===== config.mk =====
export PLATFORM = sky130hd
export DESIGN_NAME = video_timing_gen_flat
export DESIGN_NICKNAME = d
export VERILOG_FILES = /design/src/rtl/video_timing_pkg.sv /design/src/rtl/video_timing_gen_if.sv /design/src/rtl/video_axis_counter.sv /design/src/rtl/video_timing_gen.sv /design/src/flat_wrapper.sv
export SDC_FILE = /design/constraint.sdc
export NUM_CORES = 1
export LEC_CHECK = 0
export ABC_AREA = 1
export CORE_UTILIZATION = 45
export DETAILED_ROUTE_END_ITERATION = 10
export PLACE_DENSITY = 0.71
export SYNTH_ARGS = -nofsm -noshare
export SYNTH_HDL_FRONTEND = slang
export SYNTH_HIERARCHICAL = 1
export SYNTH_SLANG_ARGS = --single-unit

===== constraint.sdc =====
create_clock -name clk_vid -period 3.87 [get_ports clk_vid]
set_clock_uncertainty 0.05 [all_clocks]
set_input_delay 0.774 -clock clk_vid [delete_from_list [all_inputs] [get_ports clk_vid]]
set_output_delay 0.774 -clock clk_vid [all_outputs]
set_load 0.05 [all_outputs]

===== src/rtl/video_timing_pkg.sv =====
// Shared constants and helpers for the video timing generator.
// Holds the default horizontal/vertical timing (pixels/lines), the derived
// totals, the counter widths and the region-decode helper used by both axes.
package video_timing_pkg;

  localparam int unsigned CNT_W = 10;  // hcount/vcount width
  localparam int unsigned DIV_W = 4;   // enough for CE_DIV up to 16

  localparam int unsigned DEF_CE_DIV = 4;

  localparam int unsigned DEF_H_ACTIVE = 256;
  localparam int unsigned DEF_H_FP     = 16;
  localparam int unsigned DEF_H_SYNC   = 24;
  localparam int unsigned DEF_H_BP     = 24;
  localparam int unsigned DEF_H_TOTAL  = DEF_H_ACTIVE + DEF_H_FP + DEF_H_SYNC + DEF_H_BP;

  localparam int unsigned DEF_V_ACTIVE = 240;
  localparam int unsigned DEF_V_FP     = 4;
  localparam int unsigned DEF_V_SYNC   = 3;
  localparam int unsigned DEF_V_BP     = 15;
  localparam int unsigned DEF_V_TOTAL  = DEF_V_ACTIVE + DEF_V_FP + DEF_V_SYNC + DEF_V_BP;

  typedef logic [CNT_W-1:0] count_t;

  typedef struct packed {
    logic blank;
    logic sync;
  } axis_flags_t;

  // Region decode for one axis. Only less-than against constants is used so
  // the comparison never needs a wider intermediate.
  function automatic axis_flags_t axis_region(count_t      c,
                                              int unsigned active,
                                              int unsigned fp,
                                              int unsigned sync_len);
    axis_flags_t f;
    count_t      act_c;
    count_t      sync_start;
    count_t      sync_end;
    act_c      = count_t'(active);
    sync_start = count_t'(active + fp);
    sync_end   = count_t'(active + fp + sync_len);
    f.blank    = !(c < act_c);
    f.sync     = !(c < sync_start) && (c < sync_end);
    return f;
  endfunction

endpackage


===== src/rtl/video_timing_gen_if.sv =====
// Video timing bundle: pixel enable, sync/blank flags, data enable, frame
// pulse and the current pixel/line position.
//   master: driven by the timing generator
//   slave : consumed by downstream video logic
interface video_timing_gen_if;
  import video_timing_pkg::*;

  logic   ce_pix;
  logic   hs;
  logic   vs;
  logic   hb;
  logic   vb;
  logic   de;
  logic   frame_start;
  count_t hcount;
  count_t vcount;

  modport master (
    output ce_pix, hs, vs, hb, vb, de, frame_start, hcount, vcount
  );

  modport slave (
    input ce_pix, hs, vs, hb, vb, de, frame_start, hcount, vcount
  );
endinterface


===== src/rtl/video_axis_counter.sv =====
// One timing axis (horizontal or vertical): a position counter that advances
// on adv and wraps from TOTAL-1 to 0, plus registered blank/sync flags
// decoded from the next count so flags and count change on the same edge.
// Ports:
//   clk_vid, reset_n : clock, synchronous active-low reset
//   adv              : advance the counter this edge
//   wrap             : combinational, high when this edge wraps the counter
//   count            : registered position
//   blank, sync      : registered region flags for count
module video_axis_counter
  import video_timing_pkg::*;
#(
  parameter int unsigned ACTIVE = DEF_H_ACTIVE,
  parameter int unsigned FP     = DEF_H_FP,
  parameter int unsigned SYNC   = DEF_H_SYNC,
  parameter int unsigned BP     = DEF_H_BP
) (
  input  logic   clk_vid,
  input  logic   reset_n,
  input  logic   adv,
  output logic   wrap,
  output count_t count,
  output logic   blank,
  output logic   sync
);

  localparam int unsigned TOTAL = ACTIVE + FP + SYNC + BP;
  localparam count_t      LAST  = count_t'(TOTAL - 1);

  count_t      count_q, count_d;
  axis_flags_t flags_q, flags_d;

  always_comb begin
    wrap    = adv && (count_q == LAST);
    count_d = count_q;
    if (adv) begin
      count_d = wrap ? '0 : count_q + 1'b1;
    end
    flags_d = axis_region(count_d, ACTIVE, FP, SYNC);
  end

  always_ff @(posedge clk_vid) begin
    if (!reset_n) begin
      count_q <= '0;
      flags_q <= '0;
    end else begin
      count_q <= count_d;
      flags_q <= flags_d;
    end
  end

  assign count = count_q;
  assign blank = flags_q.blank;
  assign sync  = flags_q.sync;

endmodule


===== src/rtl/video_timing_gen.sv =====
// Video timing generator. Divides clk_vid by CE_DIV into a one-cycle pixel
// enable, then runs horizontal and vertical position counters with
// registered sync/blank flags and a frame-start pulse.
// Ports:
//   clk_vid : video clock
//   reset_n : synchronous active-low reset; aborts the frame immediately
//   vid     : master side of the timing bundle (ce_pix, hs, vs, hb, vb, de,
//             frame_start, hcount, vcount)
module video_timing_gen
  import video_timing_pkg::*;
#(
  parameter int unsigned CE_DIV   = DEF_CE_DIV,  // 2..16
  parameter int unsigned H_ACTIVE = DEF_H_ACTIVE,
  parameter int unsigned H_FP     = DEF_H_FP,
  parameter int unsigned H_SYNC   = DEF_H_SYNC,
  parameter int unsigned H_BP     = DEF_H_BP,
  parameter int unsigned V_ACTIVE = DEF_V_ACTIVE,
  parameter int unsigned V_FP     = DEF_V_FP,
  parameter int unsigned V_SYNC   = DEF_V_SYNC,
  parameter int unsigned V_BP     = DEF_V_BP
) (
  input  logic                clk_vid,
  input  logic                reset_n,
  video_timing_gen_if.master  vid
);

  localparam logic [DIV_W-1:0] DIV_LAST = DIV_W'(CE_DIV - 1);

  logic [DIV_W-1:0] div_q;
  logic             ce_pix_q;
  logic             frame_start_q;
  logic             h_wrap, v_wrap;
  count_t           hcount, vcount;
  logic             hb, hs, vb, vs;

  // ce_pix is registered from the divider, so it is high in the cycle after
  // the divider sits at CE_DIV-1; the counters step on that following edge.
  always_ff @(posedge clk_vid) begin
    if (!reset_n) begin
      div_q         <= '0;
      ce_pix_q      <= 1'b0;
      frame_start_q <= 1'b0;
    end else begin
      div_q         <= (div_q == DIV_LAST) ? '0 : div_q + 1'b1;
      ce_pix_q      <= (div_q == DIV_LAST);
      // Both axes wrapping on this edge means the counters land on (0,0).
      frame_start_q <= h_wrap && v_wrap;
    end
  end

  video_axis_counter #(
    .ACTIVE (H_ACTIVE),
    .FP     (H_FP),
    .SYNC   (H_SYNC),
    .BP     (H_BP)
  ) u_h_axis (
    .clk_vid (clk_vid),
    .reset_n (reset_n),
    .adv     (ce_pix_q),
    .wrap    (h_wrap),
    .count   (hcount),
    .blank   (hb),
    .sync    (hs)
  );

  // Vertical axis only moves on a line wrap, so vs/vb change at line edges.
  video_axis_counter #(
    .ACTIVE (V_ACTIVE),
    .FP     (V_FP),
    .SYNC   (V_SYNC),
    .BP     (V_BP)
  ) u_v_axis (
    .clk_vid (clk_vid),
    .reset_n (reset_n),
    .adv     (h_wrap),
    .wrap    (v_wrap),
    .count   (vcount),
    .blank   (vb),
    .sync    (vs)
  );

  assign vid.ce_pix      = ce_pix_q;
  assign vid.hs          = hs;
  assign vid.vs          = vs;
  assign vid.hb          = hb;
  assign vid.vb          = vb;
  assign vid.de          = ~hb & ~vb;
  assign vid.frame_start = frame_start_q;
  assign vid.hcount      = hcount;
  assign vid.vcount      = vcount;

endmodule


===== src/flat_wrapper.sv =====
// flat-port wrapper written by rule: the top's interface ports become plain ports
module video_timing_gen_flat import video_timing_pkg::*;
#(
  parameter int unsigned CE_DIV   = DEF_CE_DIV,          
  parameter int unsigned H_ACTIVE = DEF_H_ACTIVE,
  parameter int unsigned H_FP     = DEF_H_FP,
  parameter int unsigned H_SYNC   = DEF_H_SYNC,
  parameter int unsigned H_BP     = DEF_H_BP,
  parameter int unsigned V_ACTIVE = DEF_V_ACTIVE,
  parameter int unsigned V_FP     = DEF_V_FP,
  parameter int unsigned V_SYNC   = DEF_V_SYNC,
  parameter int unsigned V_BP     = DEF_V_BP
)
  (clk_vid, reset_n, vid_ce_pix, vid_hs, vid_vs, vid_hb, vid_vb, vid_de, vid_frame_start, vid_hcount, vid_vcount);
  video_timing_gen_if vid_i ();
  input  logic clk_vid;
  input  logic reset_n;
  output wire logic [$bits(vid_i.ce_pix)-1:0] vid_ce_pix;
  output wire logic [$bits(vid_i.hs)-1:0] vid_hs;
  output wire logic [$bits(vid_i.vs)-1:0] vid_vs;
  output wire logic [$bits(vid_i.hb)-1:0] vid_hb;
  output wire logic [$bits(vid_i.vb)-1:0] vid_vb;
  output wire logic [$bits(vid_i.de)-1:0] vid_de;
  output wire logic [$bits(vid_i.frame_start)-1:0] vid_frame_start;
  output wire logic [$bits(vid_i.hcount)-1:0] vid_hcount;
  output wire logic [$bits(vid_i.vcount)-1:0] vid_vcount;
  assign vid_ce_pix = vid_i.ce_pix;
  assign vid_hs = vid_i.hs;
  assign vid_vs = vid_i.vs;
  assign vid_hb = vid_i.hb;
  assign vid_vb = vid_i.vb;
  assign vid_de = vid_i.de;
  assign vid_frame_start = vid_i.frame_start;
  assign vid_hcount = vid_i.hcount;
  assign vid_vcount = vid_i.vcount;
  video_timing_gen #(.CE_DIV(CE_DIV), .H_ACTIVE(H_ACTIVE), .H_FP(H_FP), .H_SYNC(H_SYNC), .H_BP(H_BP), .V_ACTIVE(V_ACTIVE), .V_FP(V_FP), .V_SYNC(V_SYNC), .V_BP(V_BP)) u_core (.clk_vid(clk_vid), .reset_n(reset_n), .vid(vid_i));
endmodule

=== Word level (Yosys, flattened, before mapping) ===
Index checks and enable logic that the tools add are counted.
Widths: inputs -> output; s select.

* Logic and storage cells: 39
* Input port bits: 2
* Bits in registers: 30

* Reduce and logical (&&, ||, !) cells: 10
* $add $sub $neg: 3
* Mux-type cells: 4
* Bitwise operators: 4
* Magnitude comparators: 6
* Eq/ne operators: 3

{| class="wikitable"
|+ Operators by type and width
! operator !! number
|-
| $mux 10 || 4
|-
| $lt 10x8->1 const B || 3
|-
| $lt 10x9->1 const B || 3
|-
| $add 10x1->10 const B || 2
|-
| $eq 10x9->1 const B || 2
|-
| $logic_and 1x1->1 || 5
|-
| $add 4x1->4 const B || 1
|-
| $eq 4x2->1 const B || 1
|-
| $logic_not 1->1 || 4
|-
| $not 1->1 || 3
|-
| $reduce_or 2->1 || 1
|-
| $and 1x1->1 || 1
|}

=== Logic depth before layout (Yosys ltp) ===
* Word-level depth: 8
* Mapped depth: 14
* Depth with buffers taken out: 14

=== Cells and area by module ===
Netlist, hierarchy kept.

{| class="wikitable"
|+ Modules (own cells, without submodules)
! module !! area each (µm²) !! times used !! cells an instance
|-
| video_axis_counter at u_core.u_v_axis || 698.2 || 1 || 102
|-
| video_axis_counter at u_core.u_h_axis || 616.8 || 1 || 90
|-
| video_timing_gen || 220.2 || 1 || 26
|}

=== Least setup slack after synthesis ===
No wires, ideal clock.

* Path type: reg-to-reg
* Start point: register u_core.u_h_axis.count_q[0] (netlist: u_core/u_h_axis/count[0])
* End point: register u_core.u_v_axis.flags_q (netlist bit u_core/u_v_axis/blank)
* Buffers on the path: 0
* Required time: 3703 ps
* Library setup time: 117 ps
* Data arrival time: 2236 ps
* Cell stages (with the launch flop): 13
* Period minus slack after synthesis: 2403 ps
* Path slack: 1467 ps
* Cells stage by stage: dfxtp_1 -> ha_1 -> nand3_1 -> nor2_4 -> nand2_2 -> inv_1 -> nand2_1 -> nor2_4 -> nand3_1 -> xor2_1 -> nand2_2 -> nor2_1 -> nor2_1

* Cells in the longest elaborated chain, start to end: 7

{| class="wikitable"
|+ Ends and longest elaborated chain
! element !! line !! text
|-
| start, declared || video_axis_counter.sv:30 || <nowiki>count_t count_q, count_d;</nowiki>
|-
| start signal, assigned || video_axis_counter.sv:47 || <nowiki>count_q <= count_d;</nowiki>
|-
| $eq 10x9->1 * || video_axis_counter.sv:34 || <nowiki>wrap = adv && (count_q == LAST);</nowiki>
|-
| $logic_and 1x1->1 * || video_axis_counter.sv:34 ||
|-
| named net u_core.h_wrap || video_timing_gen.sv:32 || <nowiki>logic h_wrap, v_wrap;</nowiki>
|-
| $logic_and 1x1->1 || video_axis_counter.sv:34 ||
|-
| $mux 10 || video_axis_counter.sv:37 || <nowiki>count_d = wrap ? '0 : count_q + 1'b1;</nowiki>
|-
| $mux 10 * || video_axis_counter.sv:36 || <nowiki>if (adv) begin</nowiki>
|-
| $lt 10x8->1 * || video_timing_pkg.sv:43 || <nowiki>f.blank = !(c < act_c);</nowiki>
|-
| $logic_not 1->1 * || video_timing_pkg.sv:43 ||
|-
| end signal, assigned || video_axis_counter.sv:48 || <nowiki>flags_q <= flags_d;</nowiki>
|-
| end, declared || video_axis_counter.sv:31 || <nowiki>axis_flags_t flags_q, flags_d;</nowiki>
|}

The timed path passes the listed nets; every way through them passes the cells marked *.
A chain may end at the register's enable or synchronous reset.

=== Worst setup path after layout ===
* Start point: register u_core.u_v_axis.count_q[2] (netlist: u_core/u_v_axis/count[2])
* End point: output vid_vcount[2]

{| class="wikitable"
|+ RTL lines
! element !! line !! text
|-
| start, declared || video_axis_counter.sv:30 ||
|-
| start signal, assigned || video_axis_counter.sv:47 ||
|-
| end, declared || flat_wrapper.sv:26 || <nowiki>output wire logic [$bits(vid_i.vcount)-1:0] vid_vcount;</nowiki>
|}

No word-level cell between the ends.

==> impl_results.md <==
* Status: complete, no violations
* First-pass GRT wire length at around 5100 um
* Crit path depth at 1
* Vias per inst at around 4.6
* Final nets at between 200 and 300
* Cell Area, Synth at between 0.0015 and 0.002 sq mm
* H-tree depth at 2
* Share of cells above drive strength 1 at 0.1181
* Yosys cell types at 23
* Slack of the critical path at around 1.4 ns
* Worst Path Max Fanout at 6
* CTS root buf: clkbuf_4
* Reg-to-Reg Start: u_core/u_h_axis/count[0]
* R2R Path End: u_core/u_v_axis/blank
* Die area at around 0.0036 sq mm
* Crit-path cells: clkdlybuf4s50_1
* Final Setup Violations at 0
* CTS buffer count at 5
* Reg clk slew, reported paths at approximately 0.10 ns
* Fin. max-slew vios at 0
* Delay-heaviest family, CP: buffers and inverters
* Vias post-DR at 1361
* Lkg Pwr at 0.8349 nW
* Final Wtd Congestion at 0.8365
* Net Count, Synth at approximately 220
* Clock latency at the later pin of the worst-skew pair at around 0.33 ns
* Finished Core Util at 0.6123
* Row cnt at 20
* Tot Pwr at approximately 0.53 mW
* Iter 0 DRT Violations at 25
* WL met2 at between 1000 and 1500 um
* Top post-synthesis cells by area: dfxtp_1 (39%), nand2_1 (14%), nor2_1 (8.1%), inv_1 (7.6%), nand3_1 (5.2%)
* Post-DP HPWL at 2191 um
* Crit path time final at approximately 2.5 ns
* Final TNS setup at 0 ns
* Diodes inserted at 0
* DRT met1 WL at 1445 um
* Worst path max stage delay at roughly 0.85 ns
* Synth top area share at 0.3912
* Clock Path Buffers at 2
* Largest area contributor in the netlist: dfxtp_1
* Relative slew slack at 0.6538
* Seq cells post-synth at 30
* WHS at 0.4154 ns
* Hold crit path type: flip-flop to flip-flop
* R2R depth at 12
* Register area share after synthesis at 0.3912
* Initial antenna violation count at 0
* Crit. Startpoint: u_core/u_v_axis/count[2]
* Post-cts sizing count at 0
* Starting density of the core at 0.4869
* WL final at between 2000 and 3000 um
* Chip Width at approximately 60 um
* Grt total ovfl at 0
* Met3 WL post-DR at 112 um
* Syn_area_per_cell at ~7.0 sq um
* Critical Path Slowest Stage Cell: clkdlybuf4s50_1
* Crit. End Element: output pin
* Most common cell after layout, fill and taps aside: nand2_1
* Drt wl/cell at approximately 9.7 um
* RSZ-0062 raised after global routing: no
* PortBufs at 28
* Post-CTS Hold Fix Bufs at 0
* Ys Warns at 6
* Post-CTS setup buffers at 0
* Worst-Margin Slew at ~0.52 ns
* Clock tree sinks at 30
* IO Pins at 29
* Peak supply drop at around 180 uV
* Syn-to-layout area delta at 25.75%
* Synth Instances at about 220
* Fin. Hold Viols at 0
* Most frequent cells in the layout: nand2_1 (56), nor2_1 (33), inv_1 (31)
* CP Class: flip-flop to output pin
* Largest net degree at the start of global routing at 11
* Vias in the first global route at 1268
* Core ar. at 0.003153 sq mm
* TritonCTS clock tree: done
* Fmax at around 400 MHz
* CP arrival at 1.66 ns
* GRT Total Usage at 0.1911
* Post-route clock period utilization at 0.6414
* Die H at a little over 60 um
* Max layer used: met4
* Power density cells at 276.0 mW/mm^2
* WP data required at roughly 3.1 ns
* CP bufs+invs at 1
* Max-cap violations at 0
* DRC at 0
* ANT nets after route at 0
* Internal reg-to-reg setup slack at 1.63 ns
* Worst setup SP type: flip-flop
* DR pass1 iterations at 4
* Setup WS pre-CTS at around 1.5 ns
* CP endpoint: vid_vcount[2]
metal layers:
metal	up-vias	GRT usage
met1	590	0.2277
met3	6	0.06397
met2	24	0.3171
met5	-	0
met4	0	0.07792
li1	741	-
final cells by class:
cell class                 instances  area, sq um
inverter                          34        127.6
fill                             299         1222
multi-input combinational        154        807.0
clock inverter                     1        5.005
tap                               44        55.05
clock buffer                       7        55.05
timing repair buffer              28        280.3
sequential                        30        600.6
synthesized netlist by cell type:
library cell / instances
a21oi_1: 9
inv_2: 1
nand3_2: 5
nand3b_1: 1
o21ai_0: 2
nand2_1: 56
inv_1: 31
dfxtp_1: 30
xor2_1: 4
nand4_1: 3
nor3_1: 2
nor2_2: 2
ha_1: 4
nand2_2: 6
nor2_4: 6
and3_1: 1
a21oi_2: 1
nor2_1: 33
o21bai_2: 1
clkinv_1: 2
or2_0: 1
nand3_1: 16
xor2_2: 1
worst min path at each step:
stage,startpoint,endpoint,cells past startpoint
final,u_core/div_q[3],u_core/div_q[3],2
after global placement,u_core/div_q[0],u_core/div_q[0],1
after floorplan,u_core/div_q[0],u_core/div_q[0],1
after detailed placement,u_core/div_q[3],u_core/div_q[3],2
after CTS,u_core/div_q[3],u_core/div_q[3],2
after global routing,u_core/div_q[3],u_core/div_q[3],2
report_power, final:
group / internal, mW / total (mW) / switching (mW)
clock: 0.0879 / 0.195 / 0.107
sequential: 0.313 / 0.317 / 0.00409
combinational: 0.00696 / 0.0206 / 0.0137
cell families after synthesis:
logic type	after synthesis	share of synthesized area
adder cells (fa/ha/maj)	4	0.03260
AO/OA/AOI/OAI	13	0.04890
XOR/XNOR	5	0.03342
buffers and inverters	34	0.08313
AND/OR/NAND/NOR	132	0.4108
flip-flops	30	0.3912
stage by stage:
step,std cells,area [sq um]
2_1_floorplan,218,1535
3_3_place_gp,290,1871
3_5_place_dp,290,1871
4_1_cts,298,1931
5_1_grt,298,1931
6_report,298,1931
Power figures use the tool's default switching activity.
==> edit 1: new RTL, same settings <==
Change the package constant `DIV_W` from 4 to 3.
--- a/src/rtl/video_timing_pkg.sv
+++ b/src/rtl/video_timing_pkg.sv
@@ -4,7 +4,7 @@
 package video_timing_pkg;
 
   localparam int unsigned CNT_W = 10;  // hcount/vcount width
-  localparam int unsigned DIV_W = 4;   // enough for CE_DIV up to 16
+  localparam int unsigned DIV_W = 3;   // enough for CE_DIV up to 16
 
   localparam int unsigned DEF_CE_DIV = 4;
 
Formal check against the unedited RTL: no difference found for any inputs over 10 cycles, from zero or initial values and one cycle with reset_n low; that may be too few to reach the edited logic, so the function may still have changed.
==> edit 1 against the unedited design <==
Combinational power down 8%. Cell count down 2.0%. Utilization down 0.71 points. First-iteration DRC count up 150%. Sequential share of layout area down 0.20 points. Total power down 7.2%. Setup slack better by 0.023 ns. Critical path depth unchanged. Wire length down 0.34%. Synthesized area down 2.9%. Design area down 2.7%. Global-route usage about the same. Sequential cell count down 1. Largest power group unchanged. Highest routed layer unchanged.
==> edit 1: results (changes against the unedited design) <==
Library cells used by synthesis - 20 (-13%)
DRT Pass-1 Iters - 5 (+1)
CTS buffer count - 5 (unchanged)
Hold Path Class - reg -> reg
Slew @ Worst Pin - 0.504 ns (-0.0136 ns)
ANT cells - 0 (unchanged)
Worst Path Arrival - 1.64 ns (-0.02 ns)
Initial antenna violation count - 0 (unchanged)
Cell family with most CP delay - buffers and inverters
CTS clock-pin slew for the worst setup and hold paths - 0.08 ns (-0.02 ns)
Internal cell power - 0.000378 W (-7.3%)
Post-CTS sizing - 0 (unchanged)
Final #Nets - 254 (-1.9%)
Vias in the first global route - 1120 (-12%)
CP max-delay cell - clkdlybuf4s50_1
Total GRT Usage - 19.1% (about the same)
Area delta synth->final - 25.9%
Setup Fix Bufs, Post-CTS - 0 (unchanged)
Global-route wire length before repair - 4870 um (-5.2%)
Sequential area share after synthesis - 38.9% (-0.19 points)
Synthesized Nets - 219 (-2.2%)
Slowest Stage Delay on Critical Path - 0.86 ns
Clk Latency, worst-skew pair - 0.33 ns (about the same)
Fillers - 314 (+5.0%)
Routability cong. - 0.781 (-6.6%)
Asr flop ratio synth - 0% (unchanged)
Pre-CTS WS - 1.48 ns (-0.0222 ns)
IO Port Bufs - 28 (unchanged)
Area after DPL - 1830 sq um (-2.3%)
Drt initial violations - 62 (+150%)
VDD IR-drop max - 169 uV (-6.7%)
Dpl hpwl - 2170 um (-1.0%)
H-tree levels - 2 (unchanged)
Leakage power - 0.835 nW (about the same)
Status - completed
Synth warn - 6 (unchanged)
Root Buffer Master - clkbuf_4
Critical Path Fanout Max - 5 (-1)
Layout cells sized above 1 - 11.3% (-0.52 points)
Max Root-Sink Buffers - 2 (unchanged)
Largest net degree at the start of global routing - 11 (unchanged)
Synth top cells by count - nand2_1 (55), inv_1 (33), nor2_1 (33), dfxtp_1 (29), nand3_1 (14)
WL final - 2900 um (-0.34%)
Area contributors post-synth - dfxtp_1 (39%), nand2_1 (14%), inv_1 (8.3%), nor2_1 (8.3%), nand3_1 (4.7%)
Routed vias - 1321 (-2.9%)
==> edit 1: kinds of logic (layout without fill, tap and decap cells) <==
family	Yosys count	in the layout	share of synthesized area, %
and+or+nand+nor	127	127	40.5
adders and majority gates	5	5	4.19
xor gates and xnor gates	5	5	3.44
DFF	29	29	38.9
buffers and inverters	35	71	8.81
AOI/OAI and AO/OA	11	11	4.11
==> edit 1: metrics by stage <==
stage	hold slack [ns]	cells	total power (W)
after floorplan	0.347	212	0.000325
after global placement	0.359	284	0.000331
after detailed placement	0.364	284	0.000331
after CTS	0.376	292	0.000505
after global routing	0.413	292	0.000524
final	0.375	292	0.000494
==> edit 1: worst paths after layout <==
check | start | end | slack (ns) | depth (start not counted)
setup reg to reg | u_core/u_h_axis/count[0]$_SDFFE_PN0P_ | u_core/u_v_axis/blank$_SDFF_PN0_ | 1.65 | 12
hold / removal | u_core/div_q[0]$_SDFF_PP0_ | u_core/div_q[0]$_SDFF_PP0_ | 0.37 | 1
hold reg to reg | u_core/div_q[0]$_SDFF_PP0_ | u_core/div_q[0]$_SDFF_PP0_ | 0.37 | 1
setup / recovery | u_core/u_v_axis/count[3]$_SDFF_PN0_ | vid_vcount[3] | 1.41 | 1
==> edit 1: layout make-up <==
type / count / area share (%)
timing repair buffer: 28 / 14.9
clock buffer: 6 / 2.20
clock inverter: 2 / 0.533
inverter: 35 / 7.00
sequential: 29 / 30.9
tap: 44 / 2.93
multi-input combinational: 148 / 41.5
==> edit 1: routing by layer <==
metal	GRT usage (%)	part of all wire (%)	vias to the layer above
met2	29.2	45	34
met3	5.90	4.4	7
met1	24.1	49	560
met4	9.97	2.0	0
li1	-	-	720
met5	0	0	-
==> edit 1: power groups by stage <==
stage                     Clock (W)  Combinational (W)  Sequential, W
after detailed placement          0          0.0000191       0.000312
after CTS                  0.000181          0.0000192       0.000305
after floorplan                   0          0.0000102       0.000315
after global placement            0          0.0000189       0.000312
final                      0.000170          0.0000190       0.000305
after global routing       0.000196          0.0000224       0.000306
==> edit 2: new RTL, same settings <==
Without the edit above. Reset style: asynchronous (`reset_n`), changed in 2 clocked blocks. Comments in the files are not updated.
--- a/src/rtl/video_axis_counter.sv
+++ b/src/rtl/video_axis_counter.sv
@@ -39,7 +39,7 @@
     flags_d = axis_region(count_d, ACTIVE, FP, SYNC);
   end
 
-  always_ff @(posedge clk_vid) begin
+  always_ff @(posedge clk_vid or negedge reset_n) begin
     if (!reset_n) begin
       count_q <= '0;
       flags_q <= '0;
--- a/src/rtl/video_timing_gen.sv
+++ b/src/rtl/video_timing_gen.sv
@@ -35,7 +35,7 @@
 
   // ce_pix is registered from the divider, so it is high in the cycle after
   // the divider sits at CE_DIV-1; the counters step on that following edge.
-  always_ff @(posedge clk_vid) begin
+  always_ff @(posedge clk_vid or negedge reset_n) begin
     if (!reset_n) begin
       div_q         <= '0;
       ce_pix_q      <= 1'b0;
Function: differs if reset_n is asserted again (counterexample within 10 cycles, from zero or initial values and one cycle with reset_n low); with reset_n held inactive, the same outputs for 10 cycles.
==> edit 2 against the unedited design <==
First-iteration DRC count increased to 4.9 times the old value. Wire length increased by 5.2%. Sequential cell count unchanged. Synthesized area increased by 5.3%. Largest cell class is now flip-flops and latches. Critical endpoint is now vid_ce_pix. Highest routed layer unchanged. Design area increased by 4.7%. Setup slack got worse by 0.0082 ns.
Power is not compared: it rests on default switching activity, and its combinational part moved more than twofold at a synthesized area within 25%.
==> edit 2: results (changes against the unedited design) <==
Status - completed
Routability cong. - 0.883 (+5.5%)
Total GRT Usage - 19.1% (-0.053 points)
Dpl cells - 281 (-3.1%)
Reg-to-Reg End - u_core/u_v_axis/blank$_DFF_PN0_
WL final - 3060 um (+5.2%)
Layout cells sized above 1 - 16.0% (+4.2 points)
Footprint of the multi-input gates - 682 sq um (-16%)
Worst r2r src - u_core/u_h_axis/count[0]$_DFFE_PN0P_
Drt initial violations - 122 (+390%)
Syn Inst Count - 206 (-5.5%)
Register area - 751 sq um (+25%)
Clock-cell share - 2.97% (-0.14 points)
Library cells used by synthesis - 20 (-13%)
Vias in the first global route - 1189 (-6.2%)
Final WS setup - 1.38 ns (-0.00824 ns)
Asr flop ratio synth - 100% (+100 points)
Slew headroom - 65.6% (+0.25 points)
Dpl hpwl - 2170 um (-0.77%)
Area contributors post-synth - dfrtp_1 (46%), nand2_1 (12%), inv_1 (10%), nand3_1 (4.6%), nand2_2 (3.5%)
Multi-input logic cell count - 127 (-18%)
Post-Synth XOR/XNOR Area - 2.17% (-1.2 points)
Routed vias - 1337 (-1.8%)
Worst Hold End - u_core/vid.ce_pix$_DFF_PN0_
Hold Slack - 0.448 ns (+0.0331 ns)
Vias per inst - 4.63 (+1.3%)
Seq cells - 30 (unchanged)
Critical Path Fanout Max - 8 (+2)
-- edit 2: cell count changes after synthesis, sizes merged, moves of 2 or more --
cell / change
nor3: -2
dfxtp: -30
nand2: -3
a21oi: -5
inv: +16
dfrtp: +30
nor2: -17
o21ai: +3
-- edit 2: through the flow --
stage	utilization (%)	total power, W
finish	59.7	0.000513
global placement	57.9	0.000328
global route	59.7	0.000537
floorplan	-	0.000319
CTS	59.7	0.000525
detailed placement	57.9	0.000328
-- edit 2: power by group through the flow --
| stage | Combinational, W | Sequential [W] | Clock (W) |
|---|---|---|---|
| 2_1_floorplan | 0.000000000519 | 0.000319 | 0 |
| 3_3_place_gp | 0.00000823 | 0.000319 | 0 |
| 3_5_place_dp | 0.00000812 | 0.000319 | 0 |
| 4_1_cts | 0.00000816 | 0.000313 | 0.000203 |
| 5_1_grt | 0.00000913 | 0.000313 | 0.000215 |
| 6_report | 0.00000751 | 0.000313 | 0.000193 |
-- edit 2: how the worst max path moves through the flow --
stage	to	from	slack [ns]	cells after the start
CTS	vid_de	u_core/u_v_axis/blank$_DFF_PN0_	1.36	2
floorplan	u_core/u_v_axis/sync$_DFF_PN0_	u_core/u_h_axis/count[0]$_DFFE_PN0P_	1.59	12
detailed placement	vid_de	u_core/u_v_axis/blank$_DFF_PN0_	1.73	2
finish	vid_ce_pix	u_core/vid.ce_pix$_DFF_PN0_	1.38	1
global placement	vid_vcount[3]	u_core/u_v_axis/count[3]$_DFF_PN0_	1.75	1
global route	vid_ce_pix	u_core/vid.ce_pix$_DFF_PN0_	1.31	1
-- edit 2: metal layers --
layer  vias up  share of wire, %  global-route usage [%]  wire length [um]
li1        696                 -                       -                 -
met1       596                46                    24.1              1400
met2        37                47                    29.2              1440
met3         8               4.5                    4.97               139
met4         0               2.8                    11.7                85
met5         -                 0                       0                 0
